## config.mk

```make
export PLATFORM = sky130hd
export DESIGN_NAME = dram_tx_responder
export DESIGN_NICKNAME = d
export VERILOG_FILES = /design/src/rtl/dram_tx_responder.sv
export SDC_FILE = /design/constraint.sdc
export NUM_CORES = 1
export LEC_CHECK = 0
export ABC_CLOCK_PERIOD_IN_PS = 9000
export CORE_MARGIN = 2
export CORE_UTILIZATION = 27
export CTS_CLUSTER_DIAMETER = 150
export DETAILED_ROUTE_END_ITERATION = 6
export SLEW_MARGIN = 20
export SYNTH_ARGS = -nofsm -noshare
export SYNTH_HDL_FRONTEND = slang
export SYNTH_SLANG_ARGS = --single-unit
```

## constraint.sdc

```tcl
create_clock -name clk -period 9 [get_ports clk]
set_clock_uncertainty 0.1 [all_clocks]
set_input_delay 1.8 -clock clk [delete_from_list [all_inputs] [get_ports clk]]
set_output_delay 1.8 -clock clk [all_outputs]
set_load 0.005 [all_outputs]
```

## src/rtl/dram_tx_responder.sv

```systemverilog
// Target side of the TX_ENQ/TX_COMP DRAM handshake: in-order request queue,
// one request in service at a time with fixed read/write latency.
module dram_tx_responder #(
  parameter int ADDR_W = 64,
  parameter int DEPTH  = 4,
  parameter int RD_LAT = 8,
  parameter int WR_LAT = 5
) (
  input  logic                     clk,
  input  logic                     reset,
  input  logic                     io_tx_enq,
  input  logic                     io_is_wr,
  input  logic [ADDR_W-1:0]        io_addr,
  output logic                     io_enq_rdy,
  output logic                     io_tx_comp,
  output logic                     io_comp_is_wr,
  output logic [ADDR_W-1:0]        io_comp_addr,
  output logic [$clog2(DEPTH):0]   io_pending,
  output logic                     io_busy,
  output logic                     io_overflow
);

  localparam int PTR_W   = $clog2(DEPTH);
  localparam int MAX_LAT = (RD_LAT > WR_LAT) ? RD_LAT : WR_LAT;
  localparam int CNT_W   = $clog2(MAX_LAT + 1);

  localparam logic [CNT_W-1:0] RD_L  = CNT_W'(RD_LAT);
  localparam logic [CNT_W-1:0] WR_L  = CNT_W'(WR_LAT);
  localparam logic [CNT_W-1:0] CNT_1 = CNT_W'(1);
  localparam logic [PTR_W:0]   FULL  = (PTR_W+1)'(DEPTH);
  localparam logic [PTR_W:0]   ONE   = (PTR_W+1)'(1);

  typedef enum logic [1:0] {
    S_IDLE,
    S_WAIT,
    S_COMP
  } state_t;

  state_t              r_state;
  state_t              w_state_nx;
  logic [CNT_W-1:0]    r_cnt;
  logic [CNT_W-1:0]    w_cnt_nx;

  logic                r_q_wr   [DEPTH];
  logic [ADDR_W-1:0]   r_q_addr [DEPTH];
  logic [PTR_W-1:0]    r_wptr;
  logic [PTR_W-1:0]    r_rptr;
  logic [PTR_W-1:0]    w_rptr_nxt;
  logic [PTR_W:0]      r_pending;
  logic                r_overflow;

  logic                w_full;
  logic                w_empty;
  logic                w_accept;
  logic                w_pop;

  function automatic logic [CNT_W-1:0] lat_of(input logic wr);
    return wr ? WR_L : RD_L;
  endfunction

  assign w_full     = (r_pending == FULL);
  assign w_empty    = (r_pending == '0);
  assign w_accept   = io_tx_enq & ~w_full;
  assign w_pop      = (r_state == S_COMP);
  assign w_rptr_nxt = r_rptr + PTR_W'(1);

  always_ff @(posedge clk or posedge reset) begin
    if (reset) begin
      for (int unsigned i = 0; i < DEPTH; i++) begin
        r_q_wr[i]   <= 1'b0;
        r_q_addr[i] <= '0;
      end
    end else if (w_accept) begin
      r_q_wr[r_wptr]   <= io_is_wr;
      r_q_addr[r_wptr] <= io_addr;
    end
  end

  always_ff @(posedge clk or posedge reset) begin
    if (reset) begin
      r_wptr     <= '0;
      r_rptr     <= '0;
      r_pending  <= '0;
      r_overflow <= 1'b0;
    end else begin
      if (w_accept) r_wptr <= r_wptr + PTR_W'(1);
      if (w_pop)    r_rptr <= w_rptr_nxt;
      if (io_tx_enq && w_full) r_overflow <= 1'b1;
      case ({w_accept, w_pop})
        2'b10:   r_pending <= r_pending + ONE;
        2'b01:   r_pending <= r_pending - ONE;
        default: r_pending <= r_pending;
      endcase
    end
  end

  always_ff @(posedge clk or posedge reset) begin
    if (reset) begin
      r_state <= S_IDLE;
      r_cnt   <= '0;
    end else begin
      r_state <= w_state_nx;
      r_cnt   <= w_cnt_nx;
    end
  end

  // Service starts in the accept cycle itself (LAT-1 loaded from the incoming
  // request), or the cycle after a COMP (full LAT loaded during COMP), which
  // places every completion at max(accept, prev_comp+1) + LAT.
  always_comb begin
    w_state_nx = r_state;
    w_cnt_nx   = r_cnt;
    case (r_state)
      S_IDLE: begin
        if (!w_empty) begin
          w_cnt_nx   = lat_of(r_q_wr[r_rptr]) - CNT_1;
          w_state_nx = S_WAIT;
        end else if (w_accept) begin
          w_cnt_nx   = lat_of(io_is_wr) - CNT_1;
          w_state_nx = S_WAIT;
        end
      end
      S_WAIT: begin
        w_cnt_nx = r_cnt - CNT_1;
        if (r_cnt == CNT_1) w_state_nx = S_COMP;
      end
      S_COMP: begin
        if (r_pending > ONE) begin
          w_cnt_nx   = lat_of(r_q_wr[w_rptr_nxt]);
          w_state_nx = S_WAIT;
        end else if (w_accept) begin
          w_cnt_nx   = lat_of(io_is_wr);
          w_state_nx = S_WAIT;
        end else begin
          w_state_nx = S_IDLE;
        end
      end
      default: w_state_nx = S_IDLE;
    endcase
  end

  assign io_enq_rdy    = ~w_full;
  assign io_tx_comp    = w_pop;
  assign io_comp_is_wr = w_pop & r_q_wr[r_rptr];
  assign io_comp_addr  = w_pop ? r_q_addr[r_rptr] : '0;
  assign io_pending    = r_pending;
  assign io_busy       = (r_state != S_IDLE);
  assign io_overflow   = r_overflow;

endmodule

```

==> results of run 1 <==
==> final cells by class <==
type,instances,area (sq um)
timing repair buffer,149,1480
inverter,16,63.8
clock buffer,49,1050
sequential,274,6860
multi-input combinational,465,6180
fill,4836,33300
tap,672,841
clock inverter,12,149
==> power by group through the flow <==
stage	clock network [mW]	registers, mW	logic [mW]
after detailed placement	0	2.32	2.39
after global placement	0	2.32	2.34
after CTS	1.50	2.32	2.39
after floorplan	0	2.11	2.09
after global routing	1.55	2.41	2.54
final	1.44	2.32	2.35
==> stage by stage <==
stage,hold WS (ns),power [mW]
after floorplan,0.366,4.20
after global placement,0.354,4.66
after detailed placement,0.360,4.71
after CTS,0.374,6.21
after global routing,0.392,6.50
final,0.371,6.12
==> state kept, by name (all words and copies together), names as in the netlist <==
name / count
io_overflow: 1
io_pending: 3
r_cnt: 4
r_q_addr: 256
r_q_wr: 4
r_rptr: 2
r_state: 2
r_wptr: 2
==> layout by cell type, fill, tap and decap left out, types with 9 or more instances in the layout <==
cell type,netlist,final
mux2_2,61,61
ha_1,15,14
mux2_4,200,200
clkdlybuf4s50_1,0,139
buf_4,0,9
inv_1,16,15
and2_1,66,66
clkbuf_16,0,37
dfrtp_1,274,272
mux4_2,66,66
==> cell families (layout without fill, tap and decap cells) <==
| kind of cell | count (synthesis) | count (layout) |
|---|---|---|
| and+or+nand+nor | 91 | 91 |
| muxes | 328 | 328 |
| xor gates and xnor gates | 6 | 6 |
| DFF | 274 | 274 |
| AOI/OAI and AO/OA | 25 | 25 |
| adders and majority gates | 15 | 15 |
| buffers and inverters | 69 | 226 |
==> path summary, 6_finish.rpt <==
kind / to / depth (start not counted) / from
setup / recovery: io_comp_addr[55] / 4 / r_rptr[0]$_DFFE_PP0P_
hold / removal: io_overflow$_DFFE_PP0P_ / 1 / io_overflow$_DFFE_PP0P_
setup reg to reg: r_q_addr[8]$_DFFE_PP0P_ / 7 / io_pending[0]$_DFFE_PP0P_
hold reg to reg: io_overflow$_DFFE_PP0P_ / 1 / io_overflow$_DFFE_PP0P_
max in group asynchronous: r_rptr[1]$_DFFE_PP0P_ / 4 / reset
min in group asynchronous: r_q_addr[7]$_DFFE_PP0P_ / 3 / reset
==> routing by layer <==
layer	routed length (microns)	vias to the layer above
met4	738	0
met3	1420	52
met1	13900	3874
met2	14200	147
li1	-	3191
met5	0	-
==> summary.txt, run 1 <==
Critical path
  – CP delay by family, top: buffers and inverters
  – WP data arrival: 3.48 ns
  – R2r setup slk: 5.68 ns
  – Critical path buffer and inverter count: 2
  – WP data required: roughly 7 ns
  – Crit start category: flip-flop
  – CP max FO: 40
  – Worst Path Class, Setup: flip-flop to output port
  – CP Cell Sequence: buf_4, mux4_2, and2_1, clkdlybuf4s50_1
  – Worst Setup End Kind: output port
  – CP max stage delay: 0.99 ns
  – Slowest cell on the critical path: dfrtp_4

Place
  – Placer Congestion: 0.717
  – DP Area: ~15,000 sq um
  – Placed cell count: 1,576
  – Post-detail-place hpwl: 17,600 microns
  – PortBufs: 139
  – Pre-CTS setup slack: just over 4 ns

Route
  – 1st-pass router iterations: 4
  – Vias/cell: between 4 and 5
  – Post-route antenna net violation count: 0
  – DR iter-0 viols: 250
  – DRC: 0
  – Via count: between 7,000 and 8,000
  – Routed wire per std cell: 18.5 microns
  – Drt total wl: 30,300 microns

Power
  – Clock network fraction of total power: 23.6%
  – Net switching power: 1.75 mW
  – Worst VDD drop: 195 uV
  – PwrDens: 368 nW/um^2
  – Leakage: 7.51 nW
  – Sw Share: 28.6%
  – Reg power frac: 37.9%
  – Internal: about 4.4 mW
  – Combinational power share: a little under 40%

Clock network
  – Post-cts resize count: 0
  – Reg clk slew, reported paths: 0.06 ns
  – Clk buf depth: 3
  – Htree depth: 2
  – Clk sink count: 274
  – Hold buffers post-CTS: 0
  – CTS buffer count: 35
  – CTS root buf: clkbuf_16
  – TritonCTS clock tree: yes
  – # Post-CTS Setup Buffers: 0
  – Insertion delay of the later-clocked pin in the worst-skew pair: between 0.5 and 0.6 ns

Synth
  – Xor and xnor area share after synthesis: 0.386%
  – Synthesized net count: 891
  – Multiplexer share of the synthesized area: 38.1%
  – Leading area contributor after synthesis: dfrtp_1
  – Largest family of logic cells by synthesized area: multiplexers
  – Synth top cells by count: dfrtp_1 (274), mux2_4 (200), and2_1 (66), mux4_2 (66), mux2_2 (61)
  – Synth Area in Adders: 1.38%
  – Share of the synthesized area in the top cell type: 50.4%
  – Most frequent cell after synthesis: dfrtp_1
  – Post-synthesis compound-gate area fraction: 1.32%
  – Ys flop type: dfrtp_1
  – Synth cell types: 40
  – Flops & latches, synth: 274
  – Synthesized area: 13,600 sq um
  – Async set or reset register ratio after synthesis: 100%
  – Simple-gate share of the synthesized area: 4.05%
  – Most area-consuming cells after synthesis: dfrtp_1 (50%), mux2_4 (22%), mux4_2 (11%), mux2_2 (5.0%), and2_1 (3.0%)
  – Ys Warns: 0
  – Register area share after synthesis: 50.4%
  – EDFF count, synth: 0
  – Syn avg cell area: 16.8 sq um
  – Cells after Synth: approximately 810

Floorplan
  – Die H: 228 microns
  – Core area: between 40,000 and 50,000 sq um
  – Die Area: about 52,000 sq um
  – FP Rows: 82
  – Die width: 228 microns
  – Num ports: 140
  – Initial Util: 27.2%

Global route
  – Met3 usage: 2.78%
  – First-pass GRT wire length: 48,900 microns
  – Total grt overflow: 0
  – Initial antenna violation count: 0
  – M1 GR Usage: 15.6%
  – Busiest grt layer: met2
  – GR Util met2: approximately a fifth
  – Largest net degree at the start of global routing: 155
  – Vias in the first global route: ~8,300
  – Tot GR Track Use: between 10% and 20%

Outcome
  – Status: complete, no violations

Timing
  – Final worst path period share: around 60%
  – Max-slew violations: 0
  – RSZ-0062 raised after global routing: no
  – Worst Max-Slew Pin Slew: between 0.9 and 1 ns
  – Fmax: 0.186 GHz
  – Final min period: 5.38 ns
  – Setup_tns: 0 ns
  – Post-route setup slack: 3.62 ns
  – Final Hold Vio Count: 0
  – # setup viols final: 0
  – Max_slew headroom: between 30% and 40%

Worst hold path
  – Hold Path Class: flip-flop to flip-flop

Cells and area
  – Nets: 1,024
  – Fin cells: 1,637
  – Post-layout util: approximately a third
  – Finished Cell Area: between 15,000 and 20,000 sq um
  – Synthesis-to-layout area growth: 22.2%
  – Layout cells sized above 1: 42.2%
  – N_diodes: 0

Job
  – Maximum Capacitance Violations: 0
No activity file was read; power rests on OpenSTA's default activity.
==> inputs of run 2 (changes only) <==
--- a/config.mk
+++ b/config.mk
@@ -5,7 +5,7 @@
 export SDC_FILE = /design/constraint.sdc
 export NUM_CORES = 1
 export LEC_CHECK = 0
-export ABC_CLOCK_PERIOD_IN_PS = 9000
+export ABC_CLOCK_PERIOD_IN_PS = 5500
 export CORE_MARGIN = 2
 export CORE_UTILIZATION = 27
 export CTS_CLUSTER_DIAMETER = 150
==> constraint.sdc (replaced) <==
create_clock -name clk -period 5.5 [get_ports clk]
set_clock_uncertainty 0.1 [all_clocks]
set_input_delay 1.1 -clock clk [delete_from_list [all_inputs] [get_ports clk]]
set_output_delay 1.1 -clock clk [all_outputs]
set_load 0.005 [all_outputs]
==> run 2 against run 1 <==
Worst setup slack lost 2.2 ns. Die area is the same. Non-clock buffer count grew 5.
==> summary.txt, run 2 (synthesis results as in run 1) <==
Floorplan
  – FP Rows: 82 (unchanged)
  – Die H: 228 microns (unchanged)
  – Core area: 50,000 sq um (unchanged)
  – Die width: 228 microns (unchanged)
  – Initial Util: 27.2% (unchanged)
  – Num ports: 140 (unchanged)
  – Die Area: 52,200 sq um (unchanged)

Clock network
  – # Post-CTS Setup Buffers: 0 (unchanged)
  – Post-cts resize count: 0 (unchanged)
  – Clk buf depth: 3 (unchanged)
  – Hold buffers post-CTS: 0 (unchanged)
  – Insertion delay of the later-clocked pin in the worst-skew pair: 0.52 ns (about the same)
  – Clk sink count: 274 (unchanged)
  – CTS root buf: clkbuf_16
  – Htree depth: 2 (unchanged)
  – TritonCTS clock tree: yes
  – CTS buffer count: 34 (-2.9%)
  – Reg clk slew, reported paths: 0.06 ns (about the same)

Global route
  – Total grt overflow: 0 (unchanged)
  – Vias in the first global route: 8,241 (-0.21%)
  – Tot GR Track Use: 12.1% (+0.25 points)
  – Initial antenna violation count: 2 (+2)
  – First-pass GRT wire length: 49,700 microns (+1.6%)
  – Largest net degree at the start of global routing: 105 (-32%)

Power
  – Worst VDD drop: 248 uV (+27%)
  – Leakage: 7.57 nW (+0.85%)
  – Pwr Total: 10.1 mW (+65%)
  – PwrDens: 604 nW/um^2 (+64%)

Critical path
  – R2R depth: 7 (unchanged)
  – WP data arrival: 2.92 ns (-0.56 ns)
  – Crit start category: flip-flop
  – FF-to-FF Start: io_pending[0]$_DFFE_PP0P_
  – RR Endpoint: r_q_addr[218]$_DFFE_PP0P_
  – WP data required: 4.30 ns (-2.80 ns)
  – R2r setup slk: 2.36 ns (-3.32 ns)
  – CP max FO: 21 (-48%)
  – Worst Path Class, Setup: flip-flop to output port
  – Worst Setup End Kind: output port

Timing
  – RSZ-0062 raised after global routing: no
  – Post-route setup slack: 1.38 ns (-2.24 ns)
  – Setup_tns: 0 ns (unchanged)
  – Max_slew headroom: 33.6% (-2.9 points)
  – Final Hold Vio Count: 0 (unchanged)
  – Worst Max-Slew Pin Slew: 0.996 ns (+0.0436 ns)
  – Final min period: 4.12 ns
  – Fmax: about 0.24 GHz
  – Final worst path period share: 74.8%
  – Max-slew violations: 0 (unchanged)
  – # setup viols final: 0 (unchanged)

Cells and area
  – Commonest non-fill, non-tap cell in the layout: dfrtp_1
  – Biggest register: r_q_addr
  – Post-layout util: 33.5% (+0.22 points)
  – N_diodes: 0 (unchanged)
  – Nets: 1,028 (+0.39%)
  – Max reg flops: 256 (unchanged)
  – Layout cells sized above 1: 42.3% (+0.12 points)
  – Fin cells: 1,639 (+0.12%)
  – Synthesis-to-layout area growth: 23.0%
  – Commonest non-fill, non-tap cells in the layout: dfrtp_1 (272), mux2_4 (200), clkdlybuf4s50_1 (139), and2_1 (66), mux4_2 (66)
  – Top flop regs: r_q_addr x256, r_cnt x4, r_q_wr x4

Place
  – Post-detail-place hpwl: 18,100 microns (+3.3%)
  – Placed cell count: 1,581 (+0.32%)
  – Placer Congestion: 0.724 (+1.0%)
  – Pre-CTS setup slack: 1.62 ns (-2.44 ns)
  – PortBufs: 139 (unchanged)

Route
  – DRC: 0 (unchanged)
  – 1st-pass router iterations: 4 (unchanged)
  – Vias/cell: 4.38 (-1.2%)
  – Via count: 7,187 (-1.1%)
  – Drt total wl: 30,700 microns (+1.5%)
  – DR iter-0 viols: 287 (+15%)
  – Post-route antenna net violation count: 0 (unchanged)
  – Routed wire per std cell: 18.7 microns (+1.4%)

Worst hold path
  – Hold path endpoint: io_overflow$_DFFE_PP0P_
  – Hold Path Class: flip-flop to flip-flop
  – Hold depth: 1 (unchanged)
  – Hold Crit Start: io_overflow$_DFFE_PP0P_

Job
  – Maximum Capacitance Violations: 0 (unchanged)

Outcome
  – Status: complete, no violations
==> run 2: cell types whose count changed in the layout (fill, tap and decap cells not counted), sizes merged <==
cell | previous run | this run
buf | 10 | 15
clkinvlp | 5 | 1
bufinv | 3 | 5
clkbuf | 49 | 47
clkinv | 4 | 5
==> run 2: worst max-delay path by stage <==
stage / startpoint / end / slack [ns] / depth (start not counted)
finish: r_rptr[0]$_DFFE_PP0P_ / io_comp_addr[47] / 1.38 / 4
global route: r_rptr[0]$_DFFE_PP0P_ / io_comp_addr[54] / 1.20 / 4
CTS: r_rptr[0]$_DFFE_PP0P_ / io_comp_addr[47] / 1.26 / 4
detailed placement: io_tx_enq / r_q_addr[111]$_DFFE_PP0P_ / 1.62 / 5
global placement: io_tx_enq / r_q_addr[103]$_DFFE_PP0P_ / 1.68 / 5
floorplan: reset / io_overflow$_DFFE_PP0P_ / 0.68 / 1
==> run 2: metal layers <==
metal	global-route usage, %	up-vias	wire, microns
met1	16.3	3795	14600
met3	2.79	44	1330
met4	3.37	4	585
li1	-	3205	-
met5	0	-	27
met2	19.4	139	14200
==> run 2: report_power, final <==
group | leakage [nW] | internal, mW | total (mW) | switching [mW]
Sequential | 3.25 | 3.06 | 3.76 | 0.699
Clock | 0.599 | 1.53 | 2.41 | 0.882
Combinational | 3.72 | 2.66 | 3.94 | 1.28
Total | 7.57 | 7.25 | 10.1 | 2.86
==> run 2: area by class of cell <==
cell class                      instances  area [sq um]
Sequential cell                       274          6860
Timing Repair Buffer                  154          1580
Clock buffer                           47          1020
Fill cell                            4857         33200
Inverter                               16          63.8
Clock inverter                         11           184
Tap cell                              672           841
Multi-Input combinational cell        465          6180
==> run 2: through the flow <==
step | hold WS, ns | instance area, sq um
floorplan | 0.366 | 13600
global placement | 0.356 | 15500
detailed placement | 0.365 | 15500
CTS | 0.385 | 16700
global route | 0.405 | 16700
finish | 0.384 | 16700
==> run 2: critical path, stage by stage (launching register included) <==
cell and delay [ns]:
dfrtp_4 0.66, buf_4 0.48, mux4_2 0.57, and2_1 0.20
clkdlybuf4s50_1 0.45
==> inputs of run 3 (changes only) <==
--- a/config.mk
+++ b/config.mk
@@ -5,7 +5,7 @@
 export SDC_FILE = /design/constraint.sdc
 export NUM_CORES = 1
 export LEC_CHECK = 0
-export ABC_CLOCK_PERIOD_IN_PS = 5500
+export ABC_CLOCK_PERIOD_IN_PS = 3590
 export CORE_MARGIN = 2
 export CORE_UTILIZATION = 27
 export CTS_CLUSTER_DIAMETER = 150
==> constraint.sdc (replaced) <==
create_clock -name clk -period 3.59 [get_ports clk]
set_clock_uncertainty 0.1 [all_clocks]
set_input_delay 0.718 -clock clk [delete_from_list [all_inputs] [get_ports clk]]
set_output_delay 0.718 -clock clk [all_outputs]
set_load 0.005 [all_outputs]
==> run 3 against run 2 <==
Sequential share of layout area is 0.45 points lower. Largest power group unchanged. Clock power is 48% higher. Via count is 1.1% higher. First-iteration DRC count is 23% higher. Worst setup slack worse by 1.2 ns. Worst hold slack worse by 0.016 ns.
==> summary.txt, run 3 (synthesis results as in run 1) <==
Outcome
  – Status: complete, no violations

Power
  – Sw Share: 28.6% (+0.33 points)
  – Net switching power: 4.44 mW (+55%)
  – Reg power frac: 36.2% (-1.0 points)
  – Worst VDD drop: 325 uV (+31%)
  – Leakage: 7.65 nW (+1.1%)
  – PwrDens: 917 nW/um^2 (+52%)
  – Clock network fraction of total power: 23.0% (-0.9 points)
  – Internal: 11.1 mW (+53%)
  – Pwr Total: 15.5 mW (+53%)
  – Combinational power share: 40.8% (+1.9 points)

Clock network
  – CTS root buf: clkbuf_16
  – Clk sink count: 274 (unchanged)
  – Insertion delay of the later-clocked pin in the worst-skew pair: 0.53 ns (about the same)
  – Post-cts resize count: 0 (unchanged)
  – Reg clk slew, reported paths: 0.05 ns (about the same)
  – Clk buf depth: 3 (unchanged)
  – Hold buffers post-CTS: 0 (unchanged)
  – CTS buffer count: 34 (unchanged)
  – # Post-CTS Setup Buffers: 0 (unchanged)
  – TritonCTS clock tree: yes
  – Htree depth: 2 (unchanged)

Critical path
  – CP max FO: 41 (+95%)
  – R2R depth: 8 (+1)
  – Worst Setup End Kind: output port
  – Worst Path Class, Setup: flip-flop to output port
  – WP data required: 2.77 ns (-1.53 ns)
  – WP data arrival: 2.56 ns (-0.36 ns)
  – Crit start category: flip-flop

Cells and area
  – Top flop regs: r_q_addr x256, r_cnt x4, r_q_wr x4
  – Fillers: 4,868 (+0.23%)
  – Commonest non-fill, non-tap cells in the layout: dfrtp_1 (272), mux2_4 (200), clkdlybuf4s50_1 (139), and2_1 (66), mux4_2 (66)
  – Max reg flops: 256 (unchanged)
  – Finished Cell Area: 16,900 sq um (+1.1%)
  – Synthesis-to-layout area growth: 24.4%
  – Commonest non-fill, non-tap cell in the layout: dfrtp_1
  – Nets: 1,038 (+0.97%)
  – Layout cells sized above 1: 42.8% (+0.50 points)
  – Post-layout util: 33.9% (+0.37 points)
  – Biggest register: r_q_addr

Timing
  – Final min period: 3.38 ns
  – # setup viols final: 0 (unchanged)
  – Final Hold Vio Count: 0 (unchanged)
  – Setup_tns: 0 ns (unchanged)
  – Fmax: 0.296 GHz
  – Max_slew headroom: 59.7% (+26 points)
  – RSZ-0062 raised after global routing: no
  – Post-route setup slack: 0.212 ns (-1.17 ns)
  – Final worst path period share: 94.1%
  – Max-slew violations: 0 (unchanged)
  – Worst Max-Slew Pin Slew: 0.603 ns (-0.394 ns)

Place
  – Post-detail-place hpwl: 18,400 microns (+1.6%)
  – Pre-CTS setup slack: 0.672 ns (-0.947 ns)
  – DP Area: 15,700 sq um (+1.4%)
  – PortBufs: 139 (unchanged)
  – Placer Congestion: 0.751 (+3.6%)

Route
  – Post-route antenna net violation count: 0 (unchanged)
  – DRC: 0 (unchanged)
  – Via count: 7,266 (+1.1%)
  – Routed wire per std cell: 18.0 microns (-4.0%)
  – DR iter-0 viols: 353 (+23%)
  – Drt total wl: 29,700 microns (-3.3%)
  – 1st-pass router iterations: 4 (unchanged)
  – Vias/cell: 4.40 (+0.30%)

Floorplan
  – Die Area: 52,200 sq um (unchanged)
  – Die width: 228 microns (unchanged)
  – FP Rows: 82 (unchanged)
  – Core area: 50,000 sq um (unchanged)
  – Initial Util: 27.2% (unchanged)
  – Num ports: 140 (unchanged)
  – Die H: 228 microns (unchanged)

Global route
  – Tot GR Track Use: 11.7% (-0.41 points)
  – Largest net degree at the start of global routing: 72 (-31%)
  – First-pass GRT wire length: 48,200 microns (-3.1%)
  – Total grt overflow: 0 (unchanged)
  – Initial antenna violation count: 0 (-2)
  – Vias in the first global route: 8,078 (-2.0%)

Job
  – Maximum Capacitance Violations: 0 (unchanged)

Worst hold path
  – Hold Path Class: flip-flop to flip-flop
  – Hold depth: 1 (unchanged)
## run 3: cell types whose count changed in the layout (fill, tap and decap cells not counted), sizes merged
cell,before,now
buf,15,25
clkbuf,47,50
clkinvlp,1,4
bufinv,5,3
clkinv,5,4
diode,0,1
inv,16,15
## run 3: routing by layer
| layer | vias up | wire length [microns] | track usage, % |
|---|---|---|---|
| met5 | - | 0 | 0 |
| met3 | 46 | 1550 | 2.88 |
| li1 | 3235 | - | - |
| met1 | 3841 | 14100 | 16.6 |
| met2 | 144 | 13400 | 17.3 |
| met4 | 0 | 666 | 3.84 |
## run 3: layout make-up
cell class | instances | area, sq um | area share, %
Clock inverter | 10 | 133 | 0.784
Antenna cell | 1 | 2.50 | 0.0148
Clock buffer | 50 | 1040 | 6.17
Sequential cell | 274 | 6860 | 40.6
Multi-Input combinational cell | 465 | 6180 | 36.5
Timing Repair Buffer | 164 | 1790 | 10.6
Inverter | 16 | 63.8 | 0.377
Tap cell | 672 | 841 | 4.97
## run 3: worst paths after layout
check,startpoint,to,slack [ns]
hold reg to reg,io_overflow$_DFFE_PP0P_,io_overflow$_DFFE_PP0P_,0.37
setup / recovery,r_state[0]$_DFFE_PP0P_,io_comp_addr[46],0.21
hold / removal,io_overflow$_DFFE_PP0P_,io_overflow$_DFFE_PP0P_,0.37
max in group asynchronous,reset,r_rptr[0]$_DFFE_PP0P_,2.00
min in group asynchronous,reset,r_q_addr[75]$_DFFE_PP0P_,0.51
setup reg to reg,r_state[0]$_DFFE_PP0P_,r_cnt[2]$_DFFE_PP0P_,1.01
## run 3: worst max-delay path: stages (launching register included)
cell and delay (ns):
dfrtp_1 0.40, inv_1 0.10, ha_2 0.55, buf_12 0.27
and2_1 0.17, clkdlybuf4s50_1 0.51
## run 3: power groups by stage
stage	clock network, mW	logic [mW]	registers, mW
floorplan	0	5.24	5.30
global placement	0	6.33	5.57
detailed placement	0	6.41	5.61
CTS	3.70	6.43	5.60
global route	3.82	6.80	5.81
finish	3.57	6.32	5.62
## run 3: metrics by stage
step,std cells,hold slack [ns]
floorplan,808,0.366
global placement,1591,0.354
detailed placement,1591,0.361
CTS,1651,0.374
global route,1651,0.381
finish,1652,0.369
